===== config.mk =====
export PLATFORM = sky130hd
export DESIGN_NAME = serial_negate_unit_flat
export DESIGN_NICKNAME = d
export VERILOG_FILES = /design/src/rtl/serial_negate_unit_pkg.sv /design/src/rtl/serial_negate_unit_if.sv /design/src/rtl/serial_negate_unit_digit_adder.sv /design/src/rtl/serial_negate_unit.sv /design/src/flat_wrapper.sv
export SDC_FILE = /design/constraint.sdc
export NUM_CORES = 1
export LEC_CHECK = 0
export ABC_AREA = 1
export BUFFER_PORTS_ARGS = -buffer_cell sky130_fd_sc_hd__buf_2
export CAP_MARGIN = 20
export CORE_ASPECT_RATIO = 1.2
export CORE_MARGIN = 3
export CORE_UTILIZATION = 57
export CTS_BUF_LIST = sky130_fd_sc_hd__clkbuf_8 sky130_fd_sc_hd__clkbuf_16
export DETAILED_ROUTE_END_ITERATION = 10
export PLACE_DENSITY = 0.84
export SETUP_SLACK_MARGIN = 0.15
export SLEW_MARGIN = 20
export SYNTH_ARGS = -nofsm -noshare
export SYNTH_HDL_FRONTEND = slang
export SYNTH_SLANG_ARGS = --single-unit

===== constraint.sdc =====
create_clock -name clk -period 2.78 [get_ports clk]
set_clock_uncertainty 0.15 [all_clocks]
set_input_delay 0.417 -clock clk [delete_from_list [all_inputs] [get_ports clk]]
set_output_delay 0.417 -clock clk [all_outputs]
set_load 0.02 [all_outputs]

===== src/rtl/serial_negate_unit_pkg.sv =====
// Shared definitions for serial_negate_unit: operation mode encodings,
// FSM state encodings and small helpers that derive the per-operation
// invert flag and initial carry from the captured mode and operand sign.
package serial_negate_unit_pkg;

   typedef enum logic [1:0] {
      MODE_PASS = 2'b00,
      MODE_NEG  = 2'b01,
      MODE_ABS  = 2'b10,
      MODE_ONES = 2'b11
   } mode_e;

   typedef enum logic [1:0] {
      IDLE = 2'b00,
      BUSY = 2'b01,
      DONE = 2'b10
   } state_e;

   // Abs only inverts negative operands.
   function automatic logic inv_flag(mode_e m, logic msb);
      case (m)
         MODE_PASS: return 1'b0;
         MODE_ABS:  return msb;
         default:   return 1'b1;
      endcase
   endfunction

   // The +1 of two's complement enters as the initial carry.
   function automatic logic init_carry(mode_e m, logic msb);
      return (m == MODE_NEG) || ((m == MODE_ABS) && msb);
   endfunction

   function automatic logic can_ovf(mode_e m);
      return (m == MODE_NEG) || (m == MODE_ABS);
   endfunction

endpackage


===== src/rtl/serial_negate_unit_if.sv =====
// Request/result bundle for serial_negate_unit.
//   start, mode, in : request (master drives)
//   out, busy, done, ovf, zero : result/status (slave drives)
interface serial_negate_unit_if #(parameter int WIDTH = 8);
   logic             start;
   logic [1:0]       mode;
   logic [WIDTH-1:0] in;
   logic [WIDTH-1:0] out;
   logic             busy;
   logic             done;
   logic             ovf;
   logic             zero;

   modport master (output start, mode, in,
                   input  out, busy, done, ovf, zero);
   modport slave  (input  start, mode, in,
                   output out, busy, done, ovf, zero);
endinterface


===== src/rtl/serial_negate_unit_digit_adder.sv =====
// digit_adder: combinational DIGIT-bit increment-by-carry used once per
// serial step.
//   a_i    : DIGIT-bit operand digit (already conditionally inverted)
//   cin_i  : carry in from the previous digit
//   sum_o  : DIGIT-bit sum
//   cout_o : carry out to the next digit
module digit_adder #(
   parameter int DIGIT = 1
) (
   input  logic [DIGIT-1:0] a_i,
   input  logic             cin_i,
   output logic [DIGIT-1:0] sum_o,
   output logic             cout_o
);
   assign {cout_o, sum_o} = {1'b0, a_i} + (DIGIT+1)'(cin_i);
endmodule


===== src/rtl/serial_negate_unit.sv =====
// serial_negate_unit: digit-serial pass / negate / abs / ones' complement.
// Processes DIGIT bits per cycle, LSB first; result digits enter the
// output register from the MSB end so the full word is aligned after
// WIDTH/DIGIT steps.
//   clk : rising-edge clock
//   rst : synchronous active-high reset
//   bus : slave side of serial_negate_unit_if (start/mode/in in,
//         out/busy/done/ovf/zero out)
module serial_negate_unit
   import serial_negate_unit_pkg::*;
#(
   parameter int WIDTH = 8,
   parameter int DIGIT = 1
) (
   input logic                clk,
   input logic                rst,
   serial_negate_unit_if.slave bus
);
   localparam int N  = WIDTH / DIGIT;
   localparam int CW = $clog2(N) + 1;
   localparam logic [WIDTH-1:0] MOST_NEG = {1'b1, {(WIDTH-1){1'b0}}};

   generate
      if ((WIDTH % DIGIT) != 0 || WIDTH < 2) begin : g_bad_cfg
         $error("serial_negate_unit: WIDTH must be >=2 and a multiple of DIGIT");
      end
   endgenerate

   state_e           state_q;
   logic [WIDTH-1:0] shift_q, out_q, out_d;
   logic [CW-1:0]    cnt_q;
   logic             inv_q, carry_q, ovf_pend_q;
   logic             ovf_q, zero_q, busy_q, done_q;
   logic [DIGIT-1:0] sum;
   logic             cout;
   mode_e            mode_in;

   assign mode_in = mode_e'(bus.mode);

   digit_adder #(.DIGIT(DIGIT)) u_add (
      .a_i    (shift_q[DIGIT-1:0] ^ {DIGIT{inv_q}}),
      .cin_i  (carry_q),
      .sum_o  (sum),
      .cout_o (cout)
   );

   assign out_d = (out_q >> DIGIT) | (WIDTH'(sum) << (WIDTH - DIGIT));

   always_ff @(posedge clk) begin
      if (rst) begin
         state_q    <= IDLE;
         shift_q    <= '0;
         out_q      <= '0;
         cnt_q      <= '0;
         inv_q      <= 1'b0;
         carry_q    <= 1'b0;
         ovf_pend_q <= 1'b0;
         ovf_q      <= 1'b0;
         zero_q     <= 1'b0;
         busy_q     <= 1'b0;
         done_q     <= 1'b0;
      end else begin
         case (state_q)
            IDLE: begin
               if (bus.start) begin
                  shift_q    <= bus.in;
                  inv_q      <= inv_flag(mode_in, bus.in[WIDTH-1]);
                  carry_q    <= init_carry(mode_in, bus.in[WIDTH-1]);
                  // Overflow depends only on the captured operand, so decide it now.
                  ovf_pend_q <= can_ovf(mode_in) && (bus.in == MOST_NEG);
                  cnt_q      <= '0;
                  ovf_q      <= 1'b0;
                  zero_q     <= 1'b0;
                  busy_q     <= 1'b1;
                  state_q    <= BUSY;
               end
            end
            BUSY: begin
               shift_q <= shift_q >> DIGIT;
               out_q   <= out_d;
               carry_q <= cout;   // final carry-out simply goes unused
               cnt_q   <= cnt_q + 1'b1;
               if (cnt_q == CW'(N - 1)) begin
                  busy_q  <= 1'b0;
                  done_q  <= 1'b1;
                  ovf_q   <= ovf_pend_q;
                  zero_q  <= (out_d == '0);
                  state_q <= DONE;
               end
            end
            default: begin
               done_q  <= 1'b0;
               state_q <= IDLE;
            end
         endcase
      end
   end

   assign bus.out  = out_q;
   assign bus.busy = busy_q;
   assign bus.done = done_q;
   assign bus.ovf  = ovf_q;
   assign bus.zero = zero_q;

endmodule


===== src/flat_wrapper.sv =====
// flat-port wrapper written by rule: the top's interface ports become plain ports
module serial_negate_unit_flat import serial_negate_unit_pkg::*;
#(
   parameter int WIDTH = 8,
   parameter int DIGIT = 1
)
  (clk, rst, bus_start, bus_mode, bus_in, bus_out, bus_busy, bus_done, bus_ovf, bus_zero);
  serial_negate_unit_if #(.WIDTH(WIDTH)) bus_i ();
  input logic clk;
  input logic rst;
  input wire logic [$bits(bus_i.start)-1:0] bus_start;
  input wire logic [$bits(bus_i.mode)-1:0] bus_mode;
  input wire logic [$bits(bus_i.in)-1:0] bus_in;
  output wire logic [$bits(bus_i.out)-1:0] bus_out;
  output wire logic [$bits(bus_i.busy)-1:0] bus_busy;
  output wire logic [$bits(bus_i.done)-1:0] bus_done;
  output wire logic [$bits(bus_i.ovf)-1:0] bus_ovf;
  output wire logic [$bits(bus_i.zero)-1:0] bus_zero;
  assign bus_i.start = bus_start;
  assign bus_i.mode = bus_mode;
  assign bus_i.in = bus_in;
  assign bus_out = bus_i.out;
  assign bus_busy = bus_i.busy;
  assign bus_done = bus_i.done;
  assign bus_ovf = bus_i.ovf;
  assign bus_zero = bus_i.zero;
  serial_negate_unit #(.WIDTH(WIDTH), .DIGIT(DIGIT)) u_core (.clk(clk), .rst(rst), .bus(bus_i));
endmodule

==> flow_summary.toml <==
[outcome]
status = "finished clean"

[setup_path]
r2r-start = "u_core.state_q[1]"
reg2regPathDepth = 8
path_cells = "inv_1 -> nand2_2 -> inv_2 -> nand2_1 -> nand2_1 -> nand2_1 -> nand2_1 -> nor2_1"
start_kind = "register"
end_kind = "register"
path_class = "reg2reg"
crit_fanout = 22
required_ps = 2810
critPathArrivalTime_ps = 1750
cpMaxStageDelayCell = "inv_2"
rr_endpoint = "u_core.bus.zero"
crit_top_cell = "nand2_1"
slowest_delay_ps = 340
rrSetupSlack_ps = 1060

[timing]
final_hold_viol_count = 0
rsz0062_at_grt = "no"
slew_violations = 0
tightest_slew_ps = 504
fin_crit_sh_pct = 61.8
period_needed_ps = 1720
relSlewSlack_pct = 66.4
fmax_ghz = 0.582
setup_violations = 0
tns_ps = 0

[clock_tree]
cts.clk_slew.worst_paths_ps = 60
clkLatencyLatePin_ps = 280
cts_buffers = 5
cts_buffer_depth = 2
cts_tree = "built"
cts_setup_buffers = 0
clockRootBuffer = "clkbuf_8"
htreeDepth = 2
cts_resized = 0
cts_sinks = 29
ctsHoldBuffers = 0

[global_route]
grt-ovfl-total = 0
grt_pass1_vias = 1165
grt_usage_pct = 21.7
grt_max_degree = 23
grt_pass1_wl_mm = 4.69
antenna_found_initial = 0

[route]
drt-initial-drc-count = 46
drc = 0
drtPass1Iterations = 5
via_per_inst = 5.15
ant_nets = 0
num_vias = 1210
routed_wl_mm = 2.71
avgRoutedWirePerCell_um = 11.5

[place]
dp.cells = 227
place.gp.congestion = 0.799
portBuffers = 24
hpwl_mm = 1.91

[cells_and_area]
layout_commonest_cell = "nand2_1"
diodes = 0
final_cell_mix = "nand2_1, dfxtp_1, nor2_1"
syn_to_final_growth_pct = 17.3
layout-drive-gt1-share_pct = 18.5
num-nets-final = 222
stdcell_count = 235
fillCellCount = 180

[synthesis]
ys_ff_latch = 29
synth.avg_cell_area_um2 = 7.12
ys_seq_area_share_pct = 45.3
netlist_instances = 180
syn_area_um2 = 1280
synth_nets = 198
ys_warn_count = 0
synth_cell_types = 19

[power_and_ir_drop]
leakage_uw = 0.000730
ir_drop_v = 0.000576
powerDensity_nw_per_um2 = 659

[floorplan]
start_util_pct = 61.2
dieHeight_um = 58.0
dieArea_um2 = 2860
pin_count = 25
core_um2 = 2090
rows = 18
die_width_um = 49.3

[min_path]
hold_depth = 4
worstHoldPathType = "in2reg"
min_to = "u_core.ovf_pend_q"
hp-start = "bus_in[2]"

[job]
max_cap_viol_count = 0
-- sequential cells by signal, indices dropped and copies added (netlist names) --
name / flops
u_core.bus.busy: 1
u_core.bus.ovf: 1
u_core.state_q: 2
u_core.ovf_pend_q: 1
u_core.bus.done: 1
u_core.bus.out: 8
u_core.inv_q: 1
u_core.carry_q: 1
u_core.cnt_q: 4
u_core.shift_q: 8
u_core.bus.zero: 1
-- how the worst max path moves through the flow --
| stage | start | end | slack [ps] | depth (start not counted) |
|---|---|---|---|---|
| floorplan | u_core.shift_q[0] | u_core.bus.zero | 1450 | 9 |
| global placement | u_core.state_q[1] | u_core.bus.zero | 1200 | 8 |
| detailed placement | u_core.state_q[1] | u_core.bus.zero | 1120 | 8 |
| CTS | u_core.state_q[1] | u_core.bus.zero | 1090 | 8 |
| global route | u_core.state_q[1] | u_core.bus.zero | 930 | 8 |
| finish | u_core.state_q[1] | u_core.bus.zero | 1060 | 8 |
-- worst max-delay path: cells and delay by family (launching register included) --
kind / cells / cell delay [ps]
and+or+nand+nor: 6 / 710
DFF: 1 / 300
buffers and inverters: 2 / 440
-- routing by layer --
metal	routed length, µm	GRT usage (%)	up-vias
met3	156	7.71	8
met5	0	0	-
met1	1150	23.0	549
li1	-	-	621
met4	64	12.6	0
met2	1350	37.2	32
-- per-stage QoR --
stage / setup slack, ps / utilization, % / cell area (µm²) / power, µW / hold slack (ps)
2_1_floorplan: 1450 / - / 1280 / 579 / 289
3_3_place_gp: 1200 / 67.0 / 1400 / 614 / 301
3_5_place_dp: 1120 / 67.0 / 1400 / 620 / 305
4_1_cts: 1090 / 71.8 / 1500 / 1000 / 272
5_1_grt: 930 / 71.8 / 1500 / 1040 / 279
6_report: 1060 / 71.8 / 1500 / 992 / 272
-- Yosys cell counts --
cell type,instances,area share [%]
o21ai_0,21,8.2
nand2_1,43,13
o21ai_1,1,0.39
xor2_1,1,0.68
dfxtp_1,29,45
nor2_1,28,8.2
nand2_2,2,0.98
nor3_1,2,0.78
buf_4,2,1.2
nand3b_1,1,0.59
nand3_1,5,2.0
ha_1,5,4.9
nor3b_1,1,0.59
buf_2,3,1.2
clkbuf_1,2,0.59
inv_1,13,3.8
inv_2,2,0.59
nor2_2,2,0.98
a21oi_1,17,6.6
-- power breakdown --
group / switching, µW / internal, µW / total [µW]
clock: 157 / 223 / 380
sequential: 18.4 / 446 / 464
combinational: 95.7 / 51.5 / 147
-- layout make-up --
cell class	instances	area, µm²	area share, %
multi-input combinational	129	608	40.4
sequential	29	581	38.6
timing repair buffer	24	120	7.99
clock buffer	7	96.3	6.41
inverter	15	56.3	3.74
tap	30	37.5	2.50
clock inverter	1	5.00	0.333
-- cell families after synthesis --
family	Yosys count	synth area share, %
simple gates	84	26.6
compound gates	39	15.2
flops	29	45.3
buf+inv	22	7.32
fa+ha+maj	5	4.88
xor+xnor	1	0.683
(Power assumes the default switching activity.)
